`src/rtl/ctrl_fsm_if.sv`:
```
// Control bundle between the multi-cycle control FSM (master) and the fetch/datapath (slave).
interface ctrl_fsm_if;
  logic        flag;
  logic [28:1] IR;
  logic        Write_IR;
  logic        Write_PC;
  logic [1:0]  PC_s;
  logic [3:0]  ALU_OP;
  logic        Imm_sel;
  logic        Write_F;
  logic        Write_NZCV;
  logic        Write_Reg;
  logic        Rd_LR_sel;
  logic        Wdata_PC_sel;
  logic        illegal;
  logic [3:0]  State;

  modport master (
    input  flag, IR,
    output Write_IR, Write_PC, PC_s, ALU_OP, Imm_sel, Write_F, Write_NZCV,
           Write_Reg, Rd_LR_sel, Wdata_PC_sel, illegal, State
  );

  modport slave (
    output flag, IR,
    input  Write_IR, Write_PC, PC_s, ALU_OP, Imm_sel, Write_F, Write_NZCV,
           Write_Reg, Rd_LR_sel, Wdata_PC_sel, illegal, State
  );
endinterface

```
`src/rtl/ctrl_fsm.sv`:
```
// Multi-cycle control unit: fetch/decode/execute/write-back sequencing for DP and B/BL.
// All control outputs are Moore decodes of the current state and the latched IR.
module ctrl_fsm #(
  parameter int unsigned ROM_WAIT     = 0,
  parameter bit          ILLEGAL_HALT = 1'b0
) (
  input logic       clk,
  input logic       Rst_n,
  ctrl_fsm_if.master bus
);

  localparam logic [3:0] IDLE   = 4'd0;
  localparam logic [3:0] WAIT   = 4'd1;
  localparam logic [3:0] FETCH  = 4'd2;
  localparam logic [3:0] DECODE = 4'd3;
  localparam logic [3:0] EXE    = 4'd4;
  localparam logic [3:0] WB     = 4'd5;
  localparam logic [3:0] LINK   = 4'd6;
  localparam logic [3:0] BRANCH = 4'd7;
  localparam logic [3:0] HALT   = 4'd8;

  // Entry point for every new instruction: ROM settle time first, if any.
  localparam logic [3:0] NEXT_FETCH = (ROM_WAIT > 0) ? WAIT : FETCH;
  localparam logic [3:0] WAIT_LAST  = (ROM_WAIT > 0) ? 4'(ROM_WAIT - 1) : 4'd0;

  logic [3:0] state_q, state_d;
  logic [3:0] cnt_q, cnt_d;

  logic is_dp, is_br, is_link, is_cmp, rd_pc;
  logic unused_ir;

  assign is_dp     = (bus.IR[28:27] == 2'b00);
  assign is_br     = (bus.IR[28:26] == 3'b101);
  assign is_link   = bus.IR[25];
  assign is_cmp    = (bus.IR[25:24] == 2'b10);
  assign rd_pc     = (bus.IR[16:13] == 4'hF);
  assign unused_ir = ^{bus.IR[20:17], bus.IR[12:1]};

  always_comb begin
    state_d = state_q;
    cnt_d   = 4'd0;
    case (state_q)
      IDLE:   state_d = NEXT_FETCH;
      WAIT: begin
        if (cnt_q == WAIT_LAST) begin
          state_d = FETCH;
        end else begin
          cnt_d = cnt_q + 4'd1;
        end
      end
      // A failed condition still advanced PC, so just move on to the next word.
      FETCH:  state_d = bus.flag ? DECODE : NEXT_FETCH;
      DECODE: begin
        if (is_dp) begin
          state_d = EXE;
        end else if (is_br) begin
          state_d = is_link ? LINK : BRANCH;
        end else begin
          state_d = ILLEGAL_HALT ? HALT : NEXT_FETCH;
        end
      end
      EXE:    state_d = WB;
      WB:     state_d = NEXT_FETCH;
      LINK:   state_d = BRANCH;
      BRANCH: state_d = NEXT_FETCH;
      HALT:   state_d = HALT;
      default: state_d = IDLE;
    endcase
  end

  always_ff @(posedge clk or negedge Rst_n) begin
    if (!Rst_n) begin
      state_q <= IDLE;
      cnt_q   <= 4'd0;
    end else begin
      state_q <= state_d;
      cnt_q   <= cnt_d;
    end
  end

  always_comb begin
    bus.Write_IR     = 1'b0;
    bus.Write_PC     = 1'b0;
    bus.PC_s         = 2'b00;
    bus.ALU_OP       = 4'd0;
    bus.Imm_sel      = 1'b0;
    bus.Write_F      = 1'b0;
    bus.Write_NZCV   = 1'b0;
    bus.Write_Reg    = 1'b0;
    bus.Rd_LR_sel    = 1'b0;
    bus.Wdata_PC_sel = 1'b0;
    bus.illegal      = 1'b0;
    case (state_q)
      FETCH: begin
        bus.Write_IR = 1'b1;
        bus.Write_PC = 1'b1;
      end
      DECODE: bus.illegal = !is_dp && !is_br;
      EXE: begin
        bus.ALU_OP     = bus.IR[25:22];
        bus.Imm_sel    = bus.IR[26];
        bus.Write_F    = 1'b1;
        bus.Write_NZCV = bus.IR[21];
      end
      WB: begin
        // TST/TEQ/CMP/CMN only update flags, which already happened in EXE.
        if (!is_cmp) begin
          if (rd_pc) begin
            bus.Write_PC = 1'b1;
            bus.PC_s     = 2'b10;
          end else begin
            bus.Write_Reg = 1'b1;
          end
        end
      end
      LINK: begin
        bus.Write_Reg    = 1'b1;
        bus.Rd_LR_sel    = 1'b1;
        bus.Wdata_PC_sel = 1'b1;
      end
      BRANCH: begin
        bus.Write_PC = 1'b1;
        bus.PC_s     = 2'b01;
      end
      default: ;
    endcase
  end

  assign bus.State = state_q;

endmodule
```
`src/flat_wrapper.sv`:
```
// flat-port wrapper written by rule: the top's interface ports become plain ports
module ctrl_fsm_flat 
#(
  parameter int unsigned ROM_WAIT     = 0,
  parameter bit          ILLEGAL_HALT = 1'b0
)
  (clk, Rst_n, bus_flag, bus_IR, bus_Write_IR, bus_Write_PC, bus_PC_s, bus_ALU_OP, bus_Imm_sel, bus_Write_F, bus_Write_NZCV, bus_Write_Reg, bus_Rd_LR_sel, bus_Wdata_PC_sel, bus_illegal, bus_State);
  ctrl_fsm_if bus_i ();
  input logic clk;
  input logic Rst_n;
  input wire logic [$bits(bus_i.flag)-1:0] bus_flag;
  input wire logic [$bits(bus_i.IR)-1:0] bus_IR;
  output wire logic [$bits(bus_i.Write_IR)-1:0] bus_Write_IR;
  output wire logic [$bits(bus_i.Write_PC)-1:0] bus_Write_PC;
  output wire logic [$bits(bus_i.PC_s)-1:0] bus_PC_s;
  output wire logic [$bits(bus_i.ALU_OP)-1:0] bus_ALU_OP;
  output wire logic [$bits(bus_i.Imm_sel)-1:0] bus_Imm_sel;
  output wire logic [$bits(bus_i.Write_F)-1:0] bus_Write_F;
  output wire logic [$bits(bus_i.Write_NZCV)-1:0] bus_Write_NZCV;
  output wire logic [$bits(bus_i.Write_Reg)-1:0] bus_Write_Reg;
  output wire logic [$bits(bus_i.Rd_LR_sel)-1:0] bus_Rd_LR_sel;
  output wire logic [$bits(bus_i.Wdata_PC_sel)-1:0] bus_Wdata_PC_sel;
  output wire logic [$bits(bus_i.illegal)-1:0] bus_illegal;
  output wire logic [$bits(bus_i.State)-1:0] bus_State;
  assign bus_i.flag = bus_flag;
  assign bus_i.IR = bus_IR;
  assign bus_Write_IR = bus_i.Write_IR;
  assign bus_Write_PC = bus_i.Write_PC;
  assign bus_PC_s = bus_i.PC_s;
  assign bus_ALU_OP = bus_i.ALU_OP;
  assign bus_Imm_sel = bus_i.Imm_sel;
  assign bus_Write_F = bus_i.Write_F;
  assign bus_Write_NZCV = bus_i.Write_NZCV;
  assign bus_Write_Reg = bus_i.Write_Reg;
  assign bus_Rd_LR_sel = bus_i.Rd_LR_sel;
  assign bus_Wdata_PC_sel = bus_i.Wdata_PC_sel;
  assign bus_illegal = bus_i.illegal;
  assign bus_State = bus_i.State;
  ctrl_fsm #(.ROM_WAIT(ROM_WAIT), .ILLEGAL_HALT(ILLEGAL_HALT)) u_core (.clk(clk), .Rst_n(Rst_n), .bus(bus_i));
endmodule
```
`config.mk`:
```
export PLATFORM = sky130hd
export DESIGN_NAME = ctrl_fsm_flat
export DESIGN_NICKNAME = d
export VERILOG_FILES = /design/src/rtl/ctrl_fsm_if.sv /design/src/rtl/ctrl_fsm.sv /design/src/flat_wrapper.sv
export SDC_FILE = /design/constraint.sdc
export NUM_CORES = 1
export LEC_CHECK = 0
export CAP_MARGIN = 20
export CORE_MARGIN = 3
export CORE_UTILIZATION = 34
export DETAILED_ROUTE_END_ITERATION = 10
export GPL_TIMING_DRIVEN = 0
export PLACE_DENSITY = 0.84
export SYNTH_ARGS = -nofsm -noshare
export SYNTH_HDL_FRONTEND = slang
export SYNTH_SLANG_ARGS = --single-unit
```
`constraint.sdc`:
```
create_clock -name clk -period 3.3 [get_ports clk]
set_input_delay 0.495 -clock clk [delete_from_list [all_inputs] [get_ports clk]]
set_output_delay 0.495 -clock clk [all_outputs]
set_load 0.01 [all_outputs]
```
==> summary.md <==
| Metric | Value |
|---|---|
| CTS Buf Count | `3` |
| Post-CTS Repair Setup Buffers | `0` |
| Pwr/cell area | `591.7 nW/um^2` |
| Post-synthesis adder-cell area fraction | `4.158%` |
| CP startpoint kind | `primary input` |
| Register Area | `200.2 um^2` |
| Most used cell, CP | `clkdlybuf4s50_1` |
| Beginning of the critical path | `bus_IR[23]` |
| Routability Congestion | `0.7547` |
| WL final | `1674 um` |
| Period utilisation layout | `74.99%` |
| Pre-Repair DR Iteration Count | `4` |
| Post_cts resized | `0` |
| Largest family of logic cells by synthesized area | `simple AND/OR/NAND/NOR gates` |
| Cell Chain, Critical Path | `clkdlybuf4s50_1 -> nand2b_1 -> nand3b_4 -> o221ai_1 -> clkdlybuf4s50_1` |
| Final antenna-violating net count | `0` |
| Die H | `48.07 um` |
| Fillers | `140` |
| I/O pins | `50` |
| Unrepaired setup endpoints after global routing | `false` |
| Yosys warning total | `0` |
| GRT Total Usage | `14.88%` |
| Mux cell area share after synthesis | `0%` |
| Synth Area per Inst | `9.404 um^2` |
| EDFF count, synth | `0` |
| Most frequent cells in the layout | `33 x clkdlybuf4s50_1, 8 x dfrtp_1, 7 x nor2_1, 7 x inv_1, 5 x and2_1` |
| Port bufs | `33` |
| Peak Freq | `404.1 MHz` |
| Max layer used | `met4` |
| Antenna diode count | `0` |
| Via count | `595` |
| CP delay by family, top | `buffers and inverters` |
| Outcome | `complete, no violations` |
| Synth Area in Compound Gates | `10.19%` |
| Commonest non-fill, non-tap cell in the layout | `clkdlybuf4s50_1` |
| Crit path largest cell delay | `0.57 ns` |
| Seq cells post-synth | `8` |
| H-tree depth | `1` |
| Vias in the first global route | `524` |
| Vias per cell | `5.129` |
| Met3 wire len | `64 um` |
| Largest cells by area after synthesis | `dfrtp_1 33%, and2_1 5.2%, inv_1 4.4%` |
| R2R Path End | `u_core.bus.State[0]` |
| Cell row count | `14` |
| Post-route cell area | `974.7 um^2` |
| Crit-path slowest cell | `clkdlybuf4s50_1` |
| CP Capture Type | `output port` |
| Most used DFF post-synth | `dfrtp_1` |
| Data arrival time of the critical path | `1.98 ns` |
| Layout cells sized above 1 | `12.00%` |
| Routed wl met2 | `961 um` |
| Later-pin clock latency in the skew report | `0.25 ns` |
| Antenna violations before repair | `0` |
| Worst Path Buf+Inv | `2` |
| Starting Density | `38.17%` |
| Die Area | `2311 um^2` |
| Horiz. Die Dim | `48.07 um` |
| Worst-case reg-to-reg path depth | `5` |
| Syn Inst Count | `64` |
| Top-area cell type share of the netlist area | `33.26%` |
| Total Nets Final | `135` |
| R2r setup slk | `1.93 ns` |
| Clock Skews | `0.001400 ns` |
| Longest Clk Path Bufs | `2` |
| Wire per inst | `14.43 um` |
| Clock transition at path regs | `0.05 ns` |
| Worst vdd ir | `0.2905 mV` |
| Syn_nets | `97` |
| Worst Setup Path Type | `in -> out` |
| Worst-margin pin slew | `0.4236 ns` |
| Stages on worst setup path | `5` |
| Netlist cell types | `29` |
| Pin count of the biggest net entering global routing | `11` |
| DRC viols | `0` |
| DR iter-0 viols | `9` |
| Max Cap Viol | `0` |
| Synthesized area | `601.8 um^2` |
| Ys async rst share | `100.0%` |
| CP endpoint | `bus_Write_PC` |
| First-pass GRT wire length | `2297 um` |
| Data required, critical path | `2.80 ns` |
| Minimum clock period after layout | `2.475 ns` |
| CTS tree | `done` |
| Sequential element share of the synthesized area | `33.26%` |
| Clk root buf | `clkbuf_4` |
| Final Hold Fails | `0` |
| Critical R2R Launch | `u_core.cnt_q[0]` |
| Finish-stage setup viols | `0` |
| Post-synth top area cell | `dfrtp_1` |
| Core area | `1577 um^2` |
| DP Wirelength | `1411 um` |
| CTS hold repair buffers | `0` |
| Crit Path Max Fanout | `3` |
| Max-slew headroom | `71.31%` |
| Area added between synthesis and finish | `61.95%` |
| Area of the multi-input gates | `337.8 um^2` |
| Setup TNS | `0 ns` |
| Min-delay worst type | `reg -> reg` |
| Slew Viols, Final | `0` |
| Total placed instance area | `952.2 um^2` |
| Met1 layer wirelength in the final routing | `640 um` |
| Sink Count | `8` |
| Synth Area in Simple Gates | `38.88%` |
| Grt total ovfl | `0` |
| Post-Synth XOR/XNOR Area | `2.911%` |
| P_leak | `0.4399 nW` |
how the worst min path moves through the flow:
stage	slack (ns)	start	to	cells after the start
floorplan	0.20	Rst_n	u_core.bus.State[0]	0
global placement	0.48	u_core.cnt_q[0]	u_core.cnt_q[0]	1
detailed placement	0.49	u_core.cnt_q[0]	u_core.cnt_q[0]	1
CTS	0.51	u_core.cnt_q[0]	u_core.cnt_q[0]	1
global route	0.53	u_core.cnt_q[0]	u_core.cnt_q[0]	1
finish	0.51	u_core.cnt_q[0]	u_core.cnt_q[0]	1
layer usage:
metal  vias to the layer above  track usage, %
li1                        296               -
met2                        10           24.80
met3                         2           5.639
met4                         0           4.839
met5                         -               0
met1                       287           17.49
state kept, by name, indices dropped and copies added, names as in the netlist:
| signal | cells |
|---|---|
| u_core.cnt_q | 4 |
| u_core.bus.State | 4 |
synthesized netlist by cell type (all sizes together), types with 2 or more instances:
library cell  n
dfrtp         8
inv           7
nor2          7
and2          5
buf           4
nand2b        4
nor3          3
nor4          3
a21oi         2
and3          2
ha            2
nand4         2
nor2b         2
o311ai        2
xnor2         2
area by class of cell:
cell class	count	share of cell area, %
Tap cell	16	2.054
Multi-Input combinational cell	45	34.66
Inverter	7	2.696
Timing Repair Buffer	33	33.89
Clock buffer	3	2.311
Buffer	4	3.851
Sequential cell	8	20.54
power by group:
group | total (W) | internal, W | leakage (nW) | switching (W)
logic | 0.000380 | 0.000204 | 0.322 | 0.000176
clock network | 0.0000729 | 0.0000415 | 0.0138 | 0.0000314
registers | 0.000124 | 0.000113 | 0.104 | 0.0000105
worst reg2reg max path, cell delays in order (launching register included):
cell and delay [ns]:
dfrtp_1 0.41, inv_1 0.08, ha_1 0.13, inv_1 0.05, o311ai_1 0.38, o311ai_1 0.17
through the flow:
stage          setup slack (ns)  total power [W]  util (%)  hold slack [ns]  instances
2_1_floorplan             1.720        0.0003344         -           0.1994         64
4_1_cts                  0.8223        0.0005818     61.83           0.5084        116
3_5_place_dp             0.8304        0.0005065     60.40           0.4942        113
5_1_grt                  0.7564        0.0006157     61.83           0.5328        116
6_report                 0.8255        0.0005767     61.83           0.5099        116
3_3_place_gp             0.8500        0.0004996     60.40           0.4796        113
kinds of logic (layout without fill, tap and decap cells):
group,count (synthesis),after routing
buffers and inverters,11,47
XOR/XNOR,2,2
AO/OA/AOI/OAI,8,8
AND/OR/NAND/NOR,33,33
adder cells (fa/ha/maj),2,2
flip-flops,8,8
Note: power is estimated with default switching activity, not from simulation.
